### config.mk
export PLATFORM = sky130hd
export DESIGN_NAME = mem_port_arbiter_flat
export DESIGN_NICKNAME = d
export VERILOG_FILES = /design/src/rtl/mem_arb_pkg.sv /design/src/rtl/mem_port_arbiter_if.sv /design/src/rtl/arb_pick.sv /design/src/rtl/mem_port_arbiter.sv /design/src/flat_wrapper.sv
export SDC_FILE = /design/constraint.sdc
export NUM_CORES = 1
export LEC_CHECK = 0
export BUFFER_PORTS_ARGS = -buffer_cell sky130_fd_sc_hd__buf_4
export CORE_MARGIN = 10
export CORE_UTILIZATION = 42
export DETAILED_ROUTE_END_ITERATION = 16
export PLACE_DENSITY_LB_ADDON = 0.25
export SETUP_SLACK_MARGIN = 0.05
export SYNTH_ARGS = -nofsm -noshare
export SYNTH_HDL_FRONTEND = slang
export SYNTH_HIERARCHICAL = 1
export SYNTH_SLANG_ARGS = --single-unit
### constraint.sdc
create_clock -name clk -period 10.6 [get_ports clk]
set_input_delay 0.53 -clock clk [delete_from_list [all_inputs] [get_ports clk]]
set_output_delay 0.53 -clock clk [all_outputs]
set_load 0.01 [all_outputs]
### src/rtl/mem_arb_pkg.sv
// mem_arb_pkg: shared types and default parameters for the memory port arbiter
// Contents: state_t (IDLE/ISSUE/RESP), owner_t (OWN_IF/OWN_D), DEF_* parameter defaults.
package mem_arb_pkg;
   typedef enum logic [1:0] {IDLE, ISSUE, RESP} state_t;
   typedef enum logic {OWN_IF = 1'b0, OWN_D = 1'b1} owner_t;
   localparam int DEF_ADDR_W       = 32;
   localparam int DEF_DATA_W       = 32;
   localparam int DEF_MAX_D_STREAK = 4;
   localparam int DEF_TIMEOUT      = 255;
endpackage

### src/rtl/mem_port_arbiter_if.sv
// mem_port_arbiter_if: fetch, load/store and memory handshake bundle
// Fetch side:  if_req, if_addr -> if_done, if_err, if_rdata
// Data side:   d_req, d_we, d_addr, d_wdata, d_be -> d_done, d_err, d_rdata
// Memory side: mem_req, mem_we, mem_addr, mem_wdata, mem_be -> mem_ack, mem_rdata
// slave = arbiter view, master = core/memory view.
interface mem_port_arbiter_if import mem_arb_pkg::*; #(
   parameter int ADDR_W = DEF_ADDR_W,
   parameter int DATA_W = DEF_DATA_W
);
   logic                  if_req;
   logic [ADDR_W-1:0]     if_addr;
   logic                  if_done;
   logic                  if_err;
   logic [DATA_W-1:0]     if_rdata;
   logic                  d_req;
   logic                  d_we;
   logic [ADDR_W-1:0]     d_addr;
   logic [DATA_W-1:0]     d_wdata;
   logic [DATA_W/8-1:0]   d_be;
   logic                  d_done;
   logic                  d_err;
   logic [DATA_W-1:0]     d_rdata;
   logic                  mem_req;
   logic                  mem_we;
   logic [ADDR_W-1:0]     mem_addr;
   logic [DATA_W-1:0]     mem_wdata;
   logic [DATA_W/8-1:0]   mem_be;
   logic                  mem_ack;
   logic [DATA_W-1:0]     mem_rdata;
   modport slave (
      input  if_req, if_addr, d_req, d_we, d_addr, d_wdata, d_be, mem_ack, mem_rdata,
      output if_done, if_err, if_rdata, d_done, d_err, d_rdata,
             mem_req, mem_we, mem_addr, mem_wdata, mem_be
   );
   modport master (
      output if_req, if_addr, d_req, d_we, d_addr, d_wdata, d_be, mem_ack, mem_rdata,
      input  if_done, if_err, if_rdata, d_done, d_err, d_rdata,
             mem_req, mem_we, mem_addr, mem_wdata, mem_be
   );
endinterface

### src/rtl/arb_pick.sv
// arb_pick: combinational grant decision between fetch and data requesters
// Inputs:  i_if_req, i_d_req, i_streak_full
// Outputs: o_grant_valid (any request), o_owner (data wins unless its streak is used up)
module arb_pick import mem_arb_pkg::*; (
   input  logic   i_if_req,
   input  logic   i_d_req,
   input  logic   i_streak_full,
   output logic   o_grant_valid,
   output owner_t o_owner
);
   always_comb begin
      o_grant_valid = i_if_req || i_d_req;
      o_owner       = (i_d_req && !(i_if_req && i_streak_full)) ? OWN_D : OWN_IF;
   end
endmodule

### src/rtl/mem_port_arbiter.sv
// mem_port_arbiter: shares one memory port between instruction fetch and load/store
// Ports: clk, rst (async, active high), io_bus (mem_port_arbiter_if.slave).
// Each access runs IDLE (grant + latch) -> ISSUE (mem_req until ack/timeout) -> RESP (done pulse).
module mem_port_arbiter import mem_arb_pkg::*; #(
   parameter int ADDR_W       = DEF_ADDR_W,
   parameter int DATA_W       = DEF_DATA_W,
   parameter int MAX_D_STREAK = DEF_MAX_D_STREAK,
   parameter int TIMEOUT      = DEF_TIMEOUT
) (
   input  logic              clk,
   input  logic              rst,
   mem_port_arbiter_if.slave io_bus
);
   localparam int SW = $clog2(MAX_D_STREAK + 1);
   localparam int TW = $clog2(TIMEOUT + 1);
   localparam int BW = DATA_W / 8;
   state_t            r_state;
   owner_t            r_owner;
   logic              r_we;
   logic [ADDR_W-1:0] r_addr;
   logic [DATA_W-1:0] r_wdata;
   logic [BW-1:0]     r_be;
   logic              r_mem_req;
   logic [SW-1:0]     r_streak;
   logic [TW-1:0]     r_tcnt;
   logic              r_if_done;
   logic              r_if_err;
   logic [DATA_W-1:0] r_if_rdata;
   logic              r_d_done;
   logic              r_d_err;
   logic [DATA_W-1:0] r_d_rdata;
   logic              w_grant;
   owner_t            w_owner;
   logic              w_full;
   logic              w_tlast;
   logic              w_fin;
   logic [DATA_W-1:0] w_rdata;
   assign w_full  = r_streak == SW'(MAX_D_STREAK);
   // Last permitted ISSUE cycle; an ack in this same cycle still counts as success.
   assign w_tlast = r_tcnt == TW'(TIMEOUT - 1);
   assign w_fin   = io_bus.mem_ack || w_tlast;
   // Stores and timeouts return zero data.
   assign w_rdata = (io_bus.mem_ack && !r_we) ? io_bus.mem_rdata : '0;
   arb_pick u_pick (
      .i_if_req      (io_bus.if_req),
      .i_d_req       (io_bus.d_req),
      .i_streak_full (w_full),
      .o_grant_valid (w_grant),
      .o_owner       (w_owner)
   );
   always_ff @(posedge clk or posedge rst) begin
      if (rst) begin
         r_state    <= IDLE;
         r_owner    <= OWN_IF;
         r_we       <= 1'b0;
         r_addr     <= '0;
         r_wdata    <= '0;
         r_be       <= '0;
         r_mem_req  <= 1'b0;
         r_streak   <= '0;
         r_tcnt     <= '0;
         r_if_done  <= 1'b0;
         r_if_err   <= 1'b0;
         r_if_rdata <= '0;
         r_d_done   <= 1'b0;
         r_d_err    <= 1'b0;
         r_d_rdata  <= '0;
      end else begin
         r_if_done <= 1'b0;
         r_d_done  <= 1'b0;
         case (r_state)
            IDLE: if (w_grant) begin
               r_owner   <= w_owner;
               r_we      <= w_owner == OWN_D && io_bus.d_we;
               r_addr    <= w_owner == OWN_D ? io_bus.d_addr : io_bus.if_addr;
               r_wdata   <= w_owner == OWN_D ? io_bus.d_wdata : '0;
               r_be      <= w_owner == OWN_D ? io_bus.d_be : '1;
               // Streak only grows while fetch is actually being held off.
               r_streak  <= (w_owner == OWN_D && io_bus.if_req) ? (w_full ? r_streak : r_streak + SW'(1)) : '0;
               r_tcnt    <= '0;
               r_mem_req <= 1'b1;
               r_state   <= ISSUE;
            end
            ISSUE: begin
               r_tcnt <= r_tcnt + TW'(1);
               if (w_fin) begin
                  r_mem_req <= 1'b0;
                  r_state   <= RESP;
                  if (r_owner == OWN_D) begin
                     r_d_done  <= 1'b1;
                     r_d_err   <= !io_bus.mem_ack;
                     r_d_rdata <= w_rdata;
                  end else begin
                     r_if_done  <= 1'b1;
                     r_if_err   <= !io_bus.mem_ack;
                     r_if_rdata <= w_rdata;
                  end
               end
            end
            default: r_state <= IDLE;
         endcase
      end
   end
   assign io_bus.mem_req   = r_mem_req;
   assign io_bus.mem_we    = r_we;
   assign io_bus.mem_addr  = r_addr;
   assign io_bus.mem_wdata = r_wdata;
   assign io_bus.mem_be    = r_be;
   assign io_bus.if_done   = r_if_done;
   assign io_bus.if_err    = r_if_err;
   assign io_bus.if_rdata  = r_if_rdata;
   assign io_bus.d_done    = r_d_done;
   assign io_bus.d_err     = r_d_err;
   assign io_bus.d_rdata   = r_d_rdata;
endmodule

### src/flat_wrapper.sv
// flat-port wrapper written by rule: the top's interface ports become plain ports
module mem_port_arbiter_flat import mem_arb_pkg::*;
#(
   parameter int ADDR_W       = DEF_ADDR_W,
   parameter int DATA_W       = DEF_DATA_W,
   parameter int MAX_D_STREAK = DEF_MAX_D_STREAK,
   parameter int TIMEOUT      = DEF_TIMEOUT
)
  (clk, rst, io_bus_if_req, io_bus_if_addr, io_bus_d_req, io_bus_d_we, io_bus_d_addr, io_bus_d_wdata, io_bus_d_be, io_bus_mem_ack, io_bus_mem_rdata, io_bus_if_done, io_bus_if_err, io_bus_if_rdata, io_bus_d_done, io_bus_d_err, io_bus_d_rdata, io_bus_mem_req, io_bus_mem_we, io_bus_mem_addr, io_bus_mem_wdata, io_bus_mem_be);
  mem_port_arbiter_if #(.ADDR_W(ADDR_W), .DATA_W(DATA_W)) io_bus_i ();
  input  logic clk;
  input  logic rst;
  input wire logic [$bits(io_bus_i.if_req)-1:0] io_bus_if_req;
  input wire logic [$bits(io_bus_i.if_addr)-1:0] io_bus_if_addr;
  input wire logic [$bits(io_bus_i.d_req)-1:0] io_bus_d_req;
  input wire logic [$bits(io_bus_i.d_we)-1:0] io_bus_d_we;
  input wire logic [$bits(io_bus_i.d_addr)-1:0] io_bus_d_addr;
  input wire logic [$bits(io_bus_i.d_wdata)-1:0] io_bus_d_wdata;
  input wire logic [$bits(io_bus_i.d_be)-1:0] io_bus_d_be;
  input wire logic [$bits(io_bus_i.mem_ack)-1:0] io_bus_mem_ack;
  input wire logic [$bits(io_bus_i.mem_rdata)-1:0] io_bus_mem_rdata;
  output wire logic [$bits(io_bus_i.if_done)-1:0] io_bus_if_done;
  output wire logic [$bits(io_bus_i.if_err)-1:0] io_bus_if_err;
  output wire logic [$bits(io_bus_i.if_rdata)-1:0] io_bus_if_rdata;
  output wire logic [$bits(io_bus_i.d_done)-1:0] io_bus_d_done;
  output wire logic [$bits(io_bus_i.d_err)-1:0] io_bus_d_err;
  output wire logic [$bits(io_bus_i.d_rdata)-1:0] io_bus_d_rdata;
  output wire logic [$bits(io_bus_i.mem_req)-1:0] io_bus_mem_req;
  output wire logic [$bits(io_bus_i.mem_we)-1:0] io_bus_mem_we;
  output wire logic [$bits(io_bus_i.mem_addr)-1:0] io_bus_mem_addr;
  output wire logic [$bits(io_bus_i.mem_wdata)-1:0] io_bus_mem_wdata;
  output wire logic [$bits(io_bus_i.mem_be)-1:0] io_bus_mem_be;
  assign io_bus_i.if_req = io_bus_if_req;
  assign io_bus_i.if_addr = io_bus_if_addr;
  assign io_bus_i.d_req = io_bus_d_req;
  assign io_bus_i.d_we = io_bus_d_we;
  assign io_bus_i.d_addr = io_bus_d_addr;
  assign io_bus_i.d_wdata = io_bus_d_wdata;
  assign io_bus_i.d_be = io_bus_d_be;
  assign io_bus_i.mem_ack = io_bus_mem_ack;
  assign io_bus_i.mem_rdata = io_bus_mem_rdata;
  assign io_bus_if_done = io_bus_i.if_done;
  assign io_bus_if_err = io_bus_i.if_err;
  assign io_bus_if_rdata = io_bus_i.if_rdata;
  assign io_bus_d_done = io_bus_i.d_done;
  assign io_bus_d_err = io_bus_i.d_err;
  assign io_bus_d_rdata = io_bus_i.d_rdata;
  assign io_bus_mem_req = io_bus_i.mem_req;
  assign io_bus_mem_we = io_bus_i.mem_we;
  assign io_bus_mem_addr = io_bus_i.mem_addr;
  assign io_bus_mem_wdata = io_bus_i.mem_wdata;
  assign io_bus_mem_be = io_bus_i.mem_be;
  mem_port_arbiter #(.ADDR_W(ADDR_W), .DATA_W(DATA_W), .MAX_D_STREAK(MAX_D_STREAK), .TIMEOUT(TIMEOUT)) u_core (.clk(clk), .rst(rst), .io_bus(io_bus_i));
endmodule
==> impl_metrics.py, run 1 <==
metrics = {
    "sta": {
        "final.period_utilization": 0.2589,
        "hold_viol": 0,
        "setup_viol": 0,
        "fin_tns_setup_ns": 0,
        "rsz0062_at_grt": "no",
        "timing.fmax_ghz": 0.3644,
        "worstMarginPinSlew_ns": 1.094,
        "clock_skew_ns": 0.01402,
        "maxSlewHeadroom": 0.2708,
        "min_period_ns": 2.744,
        "slew_violations": 0,
    },
    "drt": {
        "drtIter0Drc": 168,
        "wl_met3_mm": 2.396,
        "dr.pass1.iters": 4,
        "wl_met1_mm": 8.628,
        "wl_per_cell_um": 17.42,
        "top_layer_used": "met4",
        "vias": 5729,
        "drc": 0,
        "postRouteAntennaNets": 0,
        "route.final.wire_length_mm": 20.67,
        "routed-wl-met2_mm": 9.395,
        "routed_via_density": 4.831,
    },
    "clock_tree": {
        "clockBufferDepth": 2,
        "cts_buffers": 17,
        "cts-root-buf": "clkbuf_16",
        "clk_latency_ns": 0.41,
        "cts.clk_slew.worst_paths_ns": 0.07,
        "cts_tree": "built",
        "cts_setup_buffers": 0,
        "cts.sinks": 152,
        "cts.repair.resized": 0,
        "htreeDepth": 4,
        "ctsHoldBuffers": 0,
    },
    "synthesis": {
        "ys_seq_elements": 152,
        "synth_top_area_cell": "dfrtp_1",
        "synthTopCellsByCount": "152 x dfrtp_1, 109 x nand2_1, 99 x mux2i_1",
        "synth_cells": 700,
        "postSynthNetCount": 842,
        "synthTopCellsByArea": "dfrtp_1 53%, mux2i_1 14%, nand2_1 5.7%, o21ai_0 4.8%, and3b_1 4.1%",
        "synth_top_area_share": 0.5335,
        "syn_area_sq_mm": 0.007129,
        "syn_avg_cell_area_sq_um": 10.18,
        "ys_types": 41,
        "synth-edff-count": 0,
        "yosysSeqAreaShare": 0.5335,
        "yosys_warnings": 6,
        "synthFlopType": "dfrtp_1",
        "synth_most_common_cell": "dfrtp_1",
        "async_flop_share": 1.000,
    },
    "status": {
        "status": "completed",
    },
    "placed_design": {
        "placed_cells": 1154,
        "portBuffers": 275,
        "place.gp.congestion": 0.8119,
        "hpwl_mm": 14.85,
    },
    "worst_setup_path": {
        "path_common_cell": "inv_1",
        "crit_fanout": 41,
        "cp_slowest_cell": "a21boi_4",
        "crit_path_end_kind": "register",
        "critPathRequiredTime_ns": 10.87,
        "start_kind": "register",
        "worstPathCellList": "inv_1, ha_1, nand2_1, inv_1, a21boi_4, buf_4, mux2i_1, o21ai_2",
        "critPathBufInv": 3,
        "slowest_delay_ns": 0.70,
        "worstSetupPathType": "register to register",
        "crit_arrival_ns": 3.01,
        "crit_family": "buffers and inverters",
        "crit_cells": 8,
        "r2r_cells": 8,
    },
    "final_layout": {
        "final_layout_size_suffix_gt1_frac": 0.3385,
        "final_cells": 1186,
        "multiInputGateArea_sq_mm": 0.002788,
        "fillers": 1455,
        "regArea_sq_mm": 0.003804,
        "antenna_cells": 0,
        "nets": 1095,
        "area_growth_pct": 37.87,
    },
    "hold_path": {
        "min_path_type": "input port to async pin",
    },
    "pwr": {
        "cellLeakagePower_nw": 5.190,
        "ir_drop_mv": 0.1535,
        "power_density_mw_per_mm2": 280.1,
    },
    "global_routing": {
        "grt_first_pass_wirelength_mm": 32.00,
        "grt_max_degree": 100,
        "overflow": 0,
        "grt_antenna_before_repair": 0,
        "grt_pass1_vias": 5806,
        "track_usage": 0.1782,
    },
    "die": {
        "ios": 276,
        "rows": 47,
        "die_x_um": 150.3,
        "die_h_um": 150.3,
        "core_sq_mm": 0.01658,
        "die-area_sq_mm": 0.02259,
        "start_util": 0.4299,
    },
    "flow_run": {
        "maxCapViolations": 0,
    },
}
[worst paths after layout]
| kind | startpoint | slack (ns) | to |
|---|---|---|---|
| setup / recovery | u_core/r_streak[0]$_DFFE_PP0P_ | 7.86 | u_core/io_bus.mem_addr[16]$_DFFE_PP0P_ |
| hold / removal | rst | 0.29 | u_core/io_bus.d_rdata[15]$_DFFE_PP0P_ |
| setup reg to reg | u_core/r_streak[0]$_DFFE_PP0P_ | 7.86 | u_core/io_bus.mem_addr[16]$_DFFE_PP0P_ |
| hold reg to reg | u_core/io_bus.mem_wdata[5]$_DFFE_PP0P_ | 0.47 | u_core/io_bus.mem_wdata[5]$_DFFE_PP0P_ |
| max in group asynchronous | rst | 9.03 | u_core/io_bus.mem_addr[21]$_DFFE_PP0P_ |
| min in group clk | io_bus_d_wdata[9] | 0.34 | u_core/io_bus.mem_wdata[9]$_DFFE_PP0P_ |
[layout by cell type (no fill, tap or decap), types with 5 or more instances in the layout]
cell type,instances
a31oi_1,5
and3b_1,32
buf_4,281
clkbuf_16,17
dfrtp_1,152
inv_1,76
mux2i_1,99
nand2_1,109
nand3_1,34
nor2_1,7
o21ai_0,68
o21ai_1,24
o21ai_2,8
[routing by layer]
layer / track usage / up-vias
met5: 0 / -
met4: 0.05345 / 0
met3: 0.09244 / 14
met2: 0.2738 / 212
met1: 0.2133 / 2655
li1: - / 2848
[where the power goes]
part | switching [W] | total (W) | internal [W]
Sequential | 0.000187 | 0.00101 | 0.000827
Clock | 0.000240 | 0.000578 | 0.000337
Combinational | 0.000595 | 0.00116 | 0.000567
[area by class of cell]
cell class,count,share of cell area
clock buffer,23,0.04761
clock inverter,9,0.009292
inverter,77,0.02991
multi-input combinational,424,0.2836
sequential,152,0.3870
tap,220,0.02800
timing repair buffer,281,0.2146
[sequential cells by signal, indices dropped and copies added, names as in the netlist, 2 cells and up]
register                 count
u_core/io_bus.mem_addr      32
u_core/io_bus.mem_wdata     32
u_core/r_tcnt                8
u_core/io_bus.if_rdata      32
u_core/io_bus.mem_be         4
u_core/r_state               2
u_core/r_streak              3
u_core/io_bus.d_rdata       32
[cells by family after synthesis]
group	synth area share
buffers and inverters	0.07985
flip-flops	0.5335
multiplexers	0.1406
adder cells (fa/ha/maj)	0.007020
AO/OA/AOI/OAI	0.09583
AND/OR/NAND/NOR	0.1420
XOR/XNOR	0.001229
[stage by stage]
stage	cell area, sq um	setup WS (ns)	util	hold slack [ns]	total power (W)
floorplan	7129	5.977	-	0.4484	0.001652
global placement	9270	7.965	0.5590	0.4511	0.002185
detailed placement	9270	7.880	0.5590	0.4566	0.002208
CTS	9829	7.866	0.5927	0.3239	0.002795
global route	9829	7.677	0.5927	0.3271	0.002955
finish	9829	7.856	0.5927	0.2943	0.002753
No activity file was read; power rests on OpenSTA's default activity.
==> run 2: changes to the inputs <==
- clock period: 10.6 -> 2.5 ns (I/O delays scaled with it)
==> run 2 against run 1 <==
  * Final cell count is 9.4% higher
  * Die area stayed put
  * First-iteration DRC count is 67% higher
  * Hold slack worse by 0.26 ns
  * Via count is 9.8% higher
  * Non-clock buffer count is 112 higher
  * Largest power group unchanged
  * Clock skew is 0.0051 ns lower
  * Worst setup slack worse by 7.7 ns
  * Clock power grew to 4.3 times the previous value
  * Sequential share of layout area is 4.2 points lower
  * Critical path depth is 1 higher
==> impl_metrics.py, run 2 (synthesized netlist as in run 1, its figures left out) <==
metrics = {
    "worst_setup_path": {
        "cp_slowest_cell": "dlygate4sd3_1",
        "slowest_delay_ns": 0.60,
        "path_common_cell": "inv_1",
        "r2r_cells": 9,
        "crit_arrival_ns": 2.69,
        "start_kind": "register",
        "worstSetupPathType": "register to register",
        "crit_path_end_kind": "register",
        "reg2reg_setup_slack_ns": 0.12,
        "crit_fanout": 36,
        "worstPathCellList": "inv_1, ha_1, nand2_1, inv_1, a21boi_4, buf_12, mux2i_1, dlygate4sd3_1, o21ai_1",
        "critPathRequiredTime_ns": 2.80,
    },
    "sta": {
        "clock_skew_ns": 0.008935,
        "min_period_ns": 2.384,
        "rsz0062_at_grt": "yes",
        "whs_ns": 0.02962,
        "hold_viol": 0,
        "worstMarginPinSlew_ns": 0.7680,
        "setup_viol": 0,
        "timing.fmax_ghz": 0.4194,
        "final.period_utilization": 0.9537,
        "slew_violations": 0,
        "maxSlewHeadroom": 0.4869,
        "fin_tns_setup_ns": 0,
    },
    "global_routing": {
        "track_usage": 0.1978,
        "grt_antenna_before_repair": 1,
        "grt_pass1_vias": 6681,
        "grt_first_pass_wirelength_mm": 35.69,
        "overflow": 0,
        "grt_max_degree": 61,
    },
    "drt": {
        "drtIter0Drc": 280,
        "route.final.wire_length_mm": 22.81,
        "dr.pass1.iters": 4,
        "routed_via_density": 4.848,
        "vias": 6293,
        "wl_per_cell_um": 17.57,
        "drc": 0,
        "postRouteAntennaNets": 0,
    },
    "placed_design": {
        "placed_cells": 1166,
        "place.gp.congestion": 0.7379,
        "hpwl_mm": 15.12,
        "portBuffers": 275,
    },
    "clock_tree": {
        "cts.sinks": 152,
        "clk_latency_ns": 0.42,
        "cts-root-buf": "clkbuf_16",
        "cts_tree": "built",
        "clockBufferDepth": 2,
        "cts.clk_slew.worst_paths_ns": 0.06,
        "cts_buffers": 17,
        "htreeDepth": 4,
    },
    "final_layout": {
        "final_layout_size_suffix_gt1_frac": 0.3160,
        "area_growth_pct": 54.62,
        "final_cells": 1298,
        "final_common_cell": "buf_4",
        "nets": 1207,
        "mostFrequentLayoutCells": "285 x buf_4, 152 x dfrtp_1, 109 x nand2_1",
        "fin_util": 0.6647,
    },
    "die": {
        "die_h_um": 150.3,
        "die-area_sq_mm": 0.02259,
        "core_sq_mm": 0.01658,
        "start_util": 0.4299,
        "rows": 47,
        "ios": 276,
        "die_x_um": 150.3,
    },
    "pwr": {
        "cellLeakagePower_nw": 5.704,
        "ir_drop_mv": 0.5333,
        "power_density_mw_per_mm2": 1097,
    },
    "status": {
        "status": "completed",
    },
    "hold_path": {
        "worstHoldPathCells": 3,
        "min_path_type": "input port to register",
    },
    "flow_run": {
        "maxCapViolations": 0,
    },
}
[run 2: changes by cell type in the layout (fill, tap and decap cells not counted)]
cell	delta
buf_6	+1
buf_4	+4
clkbuf_8	-1
diode_2	+2
buf_12	+7
inv_6	-1
clkinv_2	+2
bufinv_16	+1
clkbuf_1	-3
dlygate4sd3_1	+100
[run 2: path summary, 6_finish.rpt]
path / startpoint / endpoint
max: u_core/r_streak[0]$_DFFE_PP0P_ / u_core/io_bus.mem_addr[10]$_DFFE_PP0P_
min: io_bus_if_addr[25] / u_core/io_bus.mem_addr[25]$_DFFE_PP0P_
max reg2reg: u_core/r_streak[0]$_DFFE_PP0P_ / u_core/io_bus.mem_addr[10]$_DFFE_PP0P_
min reg2reg: u_core/io_bus.mem_wdata[6]$_DFFE_PP0P_ / u_core/io_bus.mem_wdata[6]$_DFFE_PP0P_
max in group asynchronous: rst / u_core/io_bus.mem_wdata[4]$_DFFE_PP0P_
min in group asynchronous: rst / u_core/io_bus.mem_wdata[26]$_DFFE_PP0P_
[run 2: layout make-up]
cell class | instances | area (sq um)
Fill cell | 1248 | 5560
Sequential cell | 152 | 3804
Timing Repair Buffer | 393 | 3292
Multi-Input combinational cell | 424 | 2788
Clock buffer | 19 | 442.9
Inverter | 77 | 292.8
Tap cell | 220 | 275.3
Clock inverter | 11 | 123.9
Antenna cell | 2 | 5.005
[run 2: timing repair]
| item | in CTS | in global routing |
|---|---|---|
| setup endpoints to repair | 0 | 3 |
| endpoints found under the hold margin | 92 | 0 |
| gates resized for setup | 0 | 1 |
| hold buffers | 100 | 0 |
| setup buffers | 0 | 0 |
[run 2: stage by stage]
stage	area, sq um	setup WS (ns)	power [W]
global route	11020	0.01713	0.01294
floorplan	7133	0.4581	0.007004
CTS	11010	0.1163	0.01216
detailed placement	9447	0.6361	0.009471
finish	11020	0.1156	0.01209
global placement	9447	0.7365	0.009339
[run 2: power by group]
group | switching [W] | internal [W] | leakage (nW)
combinational | 0.00271 | 0.00262 | 3.69
sequential | 0.000743 | 0.00351 | 1.74
clock | 0.00102 | 0.00149 | 0.271
[run 2: critical path: cells and delay by family (launching register included)]
family | cells | cell delay [ns]
simple gates | 1 | 0.12
flops | 1 | 0.36
buf+inv | 4 | 1.01
mux | 1 | 0.29
fa+ha+maj | 1 | 0.21
compound gates | 2 | 0.23
[run 2: layer usage]
layer / track usage / up-vias / wire length [um]
met5: 0 / - / 0
met3: 0.1068 / 17 / 2681
met4: 0.04325 / 0 / 202
met1: 0.2345 / 2970 / 9467
met2: 0.3104 / 239 / 10460
li1: - / 3067 / -
